## src/rtl/tick_scheduler.sv

```systemverilog
// Multi-channel base-tick timer: NCH channels with programmable period and one-shot/periodic mode.
// Optional sticky expiry interrupt enabled by defining TICK_SCHED_IRQ_EN.
module tick_sched_ch #(
  parameter int CW = 16
) (
  input  logic          clk,
  input  logic          rst_n,
  input  logic          tick_in,
  input  logic          we_i,
  input  logic          stop_i,
  input  logic [CW-1:0] period_i,
  input  logic          periodic_i,
  output logic          expire_o,
  output logic          tick_o,
  output logic          busy_o
);
  logic [CW-1:0] period_q, period_d;
  logic [CW-1:0] rem_q, rem_d;
  logic          periodic_q, periodic_d;
  logic          armed_q, armed_d;
  logic          tick_q, tick_d;

  // A command to this channel swallows a coincident tick.
  always_comb begin
    period_d   = period_q;
    rem_d      = rem_q;
    periodic_d = periodic_q;
    armed_d    = armed_q;
    tick_d     = 1'b0;
    if (stop_i) begin
      armed_d = 1'b0;
      rem_d   = '0;
    end else if (we_i) begin
      period_d   = period_i;
      rem_d      = period_i;
      periodic_d = periodic_i;
      armed_d    = 1'b1;
    end else if (armed_q && tick_in) begin
      if (rem_q > CW'(1)) begin
        rem_d = rem_q - CW'(1);
      end else begin
        tick_d = 1'b1;
        if (periodic_q) begin
          rem_d = period_q;
        end else begin
          armed_d = 1'b0;
          rem_d   = '0;
        end
      end
    end
  end

  always_ff @(posedge clk or negedge rst_n) begin
    if (!rst_n) begin
      period_q   <= '0;
      rem_q      <= '0;
      periodic_q <= 1'b0;
      armed_q    <= 1'b0;
      tick_q     <= 1'b0;
    end else begin
      period_q   <= period_d;
      rem_q      <= rem_d;
      periodic_q <= periodic_d;
      armed_q    <= armed_d;
      tick_q     <= tick_d;
    end
  end

  assign expire_o = tick_d;
  assign tick_o   = tick_q;
  assign busy_o   = armed_q;
endmodule

module tick_scheduler #(
  parameter int NCH = 4,
  parameter int CW  = 16
) (
  input  logic                   sys_clk,
  input  logic                   sys_reset_n,
  input  logic                   tick_in,
  input  logic                   cfg_we,
  input  logic                   cfg_stop,
  input  logic [$clog2(NCH)-1:0] cfg_addr,
  input  logic [CW-1:0]          cfg_period,
  input  logic                   cfg_periodic,
  output logic                   cfg_err,
  output logic [NCH-1:0]         ch_tick,
  output logic [NCH-1:0]         ch_busy,
  output logic                   irq,
  output logic [NCH-1:0]         irq_pending,
  input  logic [NCH-1:0]         irq_ack
);
  localparam int AW = $clog2(NCH);

  logic           addr_ok, we_ok, stop_ok;
  logic           cfg_err_q, cfg_err_d;
  logic [NCH-1:0] expire;

  // Stop takes priority over a simultaneous write; the write is then reported.
  always_comb begin
    addr_ok   = ({1'b0, cfg_addr} < (AW+1)'(NCH));
    stop_ok   = cfg_stop && addr_ok;
    we_ok     = cfg_we && !cfg_stop && addr_ok && (cfg_period != '0);
    cfg_err_d = (cfg_we && !we_ok) || (cfg_stop && !addr_ok);
  end

  always_ff @(posedge sys_clk or negedge sys_reset_n) begin
    if (!sys_reset_n) cfg_err_q <= 1'b0;
    else              cfg_err_q <= cfg_err_d;
  end

  assign cfg_err = cfg_err_q;

  for (genvar i = 0; i < NCH; i++) begin : g_ch
    tick_sched_ch #(.CW(CW)) u_ch (
      .clk        (sys_clk),
      .rst_n      (sys_reset_n),
      .tick_in    (tick_in),
      .we_i       (we_ok && (cfg_addr == AW'(i))),
      .stop_i     (stop_ok && (cfg_addr == AW'(i))),
      .period_i   (cfg_period),
      .periodic_i (cfg_periodic),
      .expire_o   (expire[i]),
      .tick_o     (ch_tick[i]),
      .busy_o     (ch_busy[i])
    );
  end

`ifdef TICK_SCHED_IRQ_EN
  logic [NCH-1:0] pend_q, pend_d;
  logic           irq_q, irq_d;

  // Pending bits set alongside ch_tick; a same-cycle set beats the ack.
  always_comb begin
    pend_d = (pend_q & ~irq_ack) | expire;
    irq_d  = |pend_q;
  end

  always_ff @(posedge sys_clk or negedge sys_reset_n) begin
    if (!sys_reset_n) begin
      pend_q <= '0;
      irq_q  <= 1'b0;
    end else begin
      pend_q <= pend_d;
      irq_q  <= irq_d;
    end
  end

  assign irq_pending = pend_q;
  assign irq         = irq_q;
`else
  logic unused_irq_in;
  assign unused_irq_in = ^{irq_ack, expire};
  assign irq_pending   = '0;
  assign irq           = 1'b0;
`endif
endmodule
```

## config.mk

```make
export PLATFORM = sky130hd
export DESIGN_NAME = tick_scheduler
export DESIGN_NICKNAME = d
export VERILOG_FILES = /design/src/rtl/tick_scheduler.sv
export SDC_FILE = /design/constraint.sdc
export NUM_CORES = 1
export LEC_CHECK = 0
export CORE_MARGIN = 5
export CORE_UTILIZATION = 40
export CTS_BUF_LIST = sky130_fd_sc_hd__clkbuf_2 sky130_fd_sc_hd__clkbuf_4 sky130_fd_sc_hd__clkbuf_8
export CTS_CLUSTER_SIZE = 40
export DETAILED_ROUTE_END_ITERATION = 16
export GPL_ROUTABILITY_DRIVEN = 0
export GPL_TIMING_DRIVEN = 1
export SKIP_LAST_GASP = 1
export SLEW_MARGIN = 10
export SYNTH_ARGS = -nofsm -noshare
export SYNTH_HDL_FRONTEND = slang
export SYNTH_SLANG_ARGS = --single-unit
```

## constraint.sdc

```tcl
create_clock -name sys_clk -period 4.9 [get_ports sys_clk]
set_input_delay 0.98 -clock sys_clk [delete_from_list [all_inputs] [get_ports sys_clk]]
set_output_delay 0.98 -clock sys_clk [all_outputs]
set_load 0.02 [all_outputs]
```

==> run_results.csv <==
group,metric,value,unit
timing,finalCriticalPeriod,3710,ps
timing,post-route-period-util,75.7,%
worst_hold_path,min_path_type,"flip-flop to flip-flop",
finish,final_nets,1114,
pwr,switching_share,36.1,%
pwr,power_leakage,4.08,nW
setup_path,start_kind,"input pin",
setup_path,path_max_fanout,12,
floorplanning,ios,42,
pwr,p_int,2.48,mW
yosys,synth_area,0.00871,mm2
floorplanning,core,0.0216,mm2
pwr,p_seq_share,45.0,%
cts,cts_setup_buffers,0,
flow_run,maxCapViolCount,0,
yosys,syn_avg_cell_area,8.11,um2
pwr,pwr-share-clk,27.6,%
cts,cts_hold_buf,0,
routing,wl_met1,12600,um
routing,via_per_inst,5.99,
pwr,power_density,399,mW/mm2
routing,via_count,8207,
grt,grt_pass1_wl,44400,um
yosys,synth-async-reset-ratio,100,%
routing,drt_iter0_markers,818,
yosys,synth-seq-cells,141,
grt,grt_pass1_vias,7872,
floorplanning,num_rows,54,
timing,setup_viol,0,
timing,worst_slew_pin_slew,1110,ps
setup_path,cp.arrival,4080,ps
pwr,p_switching,1.40,mW
finish,drive_above_1_share,9.07,%
setup_path,cp-end-kind,"flip-flop",
timing,timing.hold.ws,474,ps
timing,setup_tns,0,ps
floorplanning,fp.dieH,158,um
cts,cts_resized,0,
cts,htreeDepth,4,
finish,fillCellCount,2125,
setup_path,critical_path_buf_inv_count,2,
routing,top_layer,"met4",
yosys,synth_edf_count,0,
grt,track_usage,22.9,%
timing,fmax,0.270,GHz
timing,finalMaxSlewViolations,0,
yosys,synth_top_area_cell,"dfrtp_1",
yosys,yosysWarnings,0,
cts,clockRootBuffer,"clkbuf_8",
finish,syn_to_final_growth,11.7,%
placement,dp_hpwl,18400,um
cts,clock_latency,460,ps
cts,cts_tree,"yes",
yosys,yosysTopAreaCellShare,40.5,%
yosys,synth_cell_types,78,
timing,hold_viol_final,0,
routing,wl_met3,1580,um
timing,slew-limit-headroom,25.9,%
yosys,ys_seq_area_share,40.5,%
routing,wl_per_cell,20.2,um
pwr,ir_drop,0.196,mV
floorplanning,start_util,40.3,%
yosys,synth_area_leaders,"dfrtp_1, nand2_1, nor2_1",
cts,cts-buffers-inserted,17,
setup_path,crit_family,"compound AO/OA/AOI/OAI gates",
cts,clock_sinks,141,
setup_path,path_cells,"clkdlybuf4s50_1 > or4_1 > o41a_1 > buf_4 > o21ai_1 > o221ai_1 > a2bb2oi_1",
outcome,status,"finished, final reports clean",
pwr,p_comb_share,27.5,%
timing,rsz0062_at_grt,"false",
placement,port_buffers,32,
setup_path,required,5280,ps
routing,wirelength,27600,um
grt,grt_antenna_before_repair,0,
routing,met2RoutedLength,12700,um
grt,overflow,0,
cts,path_clk_slew,80,ps
yosys,synthCells,1074,
floorplanning,die_x,158,um
finish,antenna_cells,0,
timing,fin_skew,10.4,ps
routing,first_pass_iters,6,
setup_path,cp_slowest_stage_delay,750,ps
routing,postRouteAntennaNets,0,
grt,grt_start_max_net_pins,103,
cts,cts_buffer_depth,2,
setup_path,critPathKind,"input pin to flip-flop",
floorplanning,die_area,0.0248,mm2
setup_path,cpMaxStageDelayCell,"o41a_1",
routing,drc,0,
yosys,synth-main-ff-cell,"dfrtp_1",
flip-flops by register name, summed over array words and instances (netlist names):
name                  cells
g_ch.u_ch.rem_q          64
cfg_err                   1
g_ch.u_ch.period_q       64
g_ch.u_ch.busy_o          4
g_ch.u_ch.periodic_q      4
g_ch.u_ch.tick_o          4
cell usage after synthesis (7+ instances only):
cell / instances
nand2_1: 265
dfrtp_1: 141
nor2_1: 89
a21oi_1: 61
clkbuf_1: 54
nand3_1: 40
nor3_1: 31
o21ai_0: 27
xnor2_1: 25
o31ai_1: 19
or4_1: 18
nor4_1: 17
a31oi_1: 16
buf_4: 15
a211oi_1: 14
buf_2: 13
inv_1: 12
nand4_1: 12
a311oi_1: 11
a32oi_1: 10
xor2_1: 10
mux2_2: 9
o311a_1: 9
a21o_1: 8
and3_1: 8
ha_1: 8
and2_1: 7
o22ai_1: 7
or3_1: 7
path summary, 6_finish.rpt:
path	depth (start not counted)	slack, ps	startpoint	end
max	7	1190	cfg_period[0]	g_ch[2].u_ch.rem_q[9]
max reg2reg	6	1640	g_ch[3].u_ch.rem_q[4]	g_ch[3].u_ch.rem_q[6]
min reg2reg	2	470	g_ch[3].u_ch.period_q[0]	g_ch[3].u_ch.period_q[0]
min in group asynchronous	1	660	sys_reset_n	g_ch[3].u_ch.period_q[1]
min	2	470	g_ch[3].u_ch.period_q[0]	g_ch[3].u_ch.period_q[0]
max in group asynchronous	2	3330	sys_reset_n	g_ch[0].u_ch.period_q[11]
cell families (layout without fill, tap and decap cells):
group | Yosys count | count (layout) | synth area share [%]
compound gates | 247 | 247 | 20.2
mux | 14 | 14 | 1.80
xor+xnor | 35 | 35 | 3.52
other cells | 1 | 5 | 0.0430
fa+ha+maj | 8 | 8 | 1.15
flops | 141 | 141 | 40.5
buf+inv | 102 | 115 | 5.31
simple gates | 526 | 526 | 27.5
layer usage:
layer / up-vias / global-route usage [%]
met5: - / 0
met4: 0 / 7.37
met3: 35 / 4.07
met2: 283 / 35.4
met1: 4031 / 32.7
li1: 3858 / -
power by group through the flow:
stage          combinational, mW  sequential [mW]  clock, mW
2_1_floorplan              0.865             1.62          0
3_3_place_gp                1.04             1.75          0
3_5_place_dp                1.06             1.76          0
4_1_cts                     1.06             1.74       1.09
5_1_grt                     1.20             1.79       1.14
6_report                    1.07             1.74       1.07
layout make-up:
class | count | area, um2 | share of cell area (%)
sequential | 141 | 3530 | 36.3
clock inverter | 11 | 165 | 1.70
timing repair buffer | 70 | 607 | 6.24
multi-input combinational | 835 | 4760 | 48.9
clock buffer | 21 | 277 | 2.84
inverter | 13 | 48.8 | 0.501
tap | 280 | 350 | 3.60
cell usage in the layout (no fill, tap or decap), drive strengths merged, types with 5 or more instances in the layout:
master / instances
a21o: 8
and3: 8
inv: 12
nor4: 20
nand4: 12
clkbuf: 21
xnor2: 25
mux2: 10
nor3: 31
nor2b: 5
or4: 19
a21oi: 61
a41oi: 6
clkdlybuf4s50: 31
a32oi: 10
clkinv: 7
o22ai: 7
buf: 39
or2: 5
or3: 7
nand2: 265
nand3: 40
and2: 8
a31oi: 16
xor2: 10
ha: 8
a311oi: 11
a2bb2oi: 6
o21ai: 31
conb: 5
o211ai: 5
o311a: 9
a211oi: 14
o31ai: 19
nor2: 90
dfrtp: 141
worst register-to-register path: cells and delay by family (launching register included):
| kind | cells | cell delay, ps |
|---|---|---|
| AO/OA/AOI/OAI | 1 | 290 |
| AND/OR/NAND/NOR | 3 | 1770 |
| buffers and inverters | 1 | 320 |
| flip-flops | 1 | 420 |
| multiplexers | 1 | 360 |
stage by stage:
stage / cell area [um2] / util, % / total power [mW] / std cells / setup WS, ps
2_1_floorplan: 8730 / - / 2.49 / 1078 / 1870
3_3_place_gp: 9290 / 43.0 / 2.79 / 1339 / 712
3_5_place_dp: 9290 / 43.0 / 2.81 / 1339 / 721
4_1_cts: 9730 / 45.0 / 3.89 / 1371 / 1180
5_1_grt: 9730 / 45.0 / 4.12 / 1371 / 1050
6_report: 9730 / 45.0 / 3.88 / 1371 / 1190
Note: power is estimated with default switching activity, not from simulation.
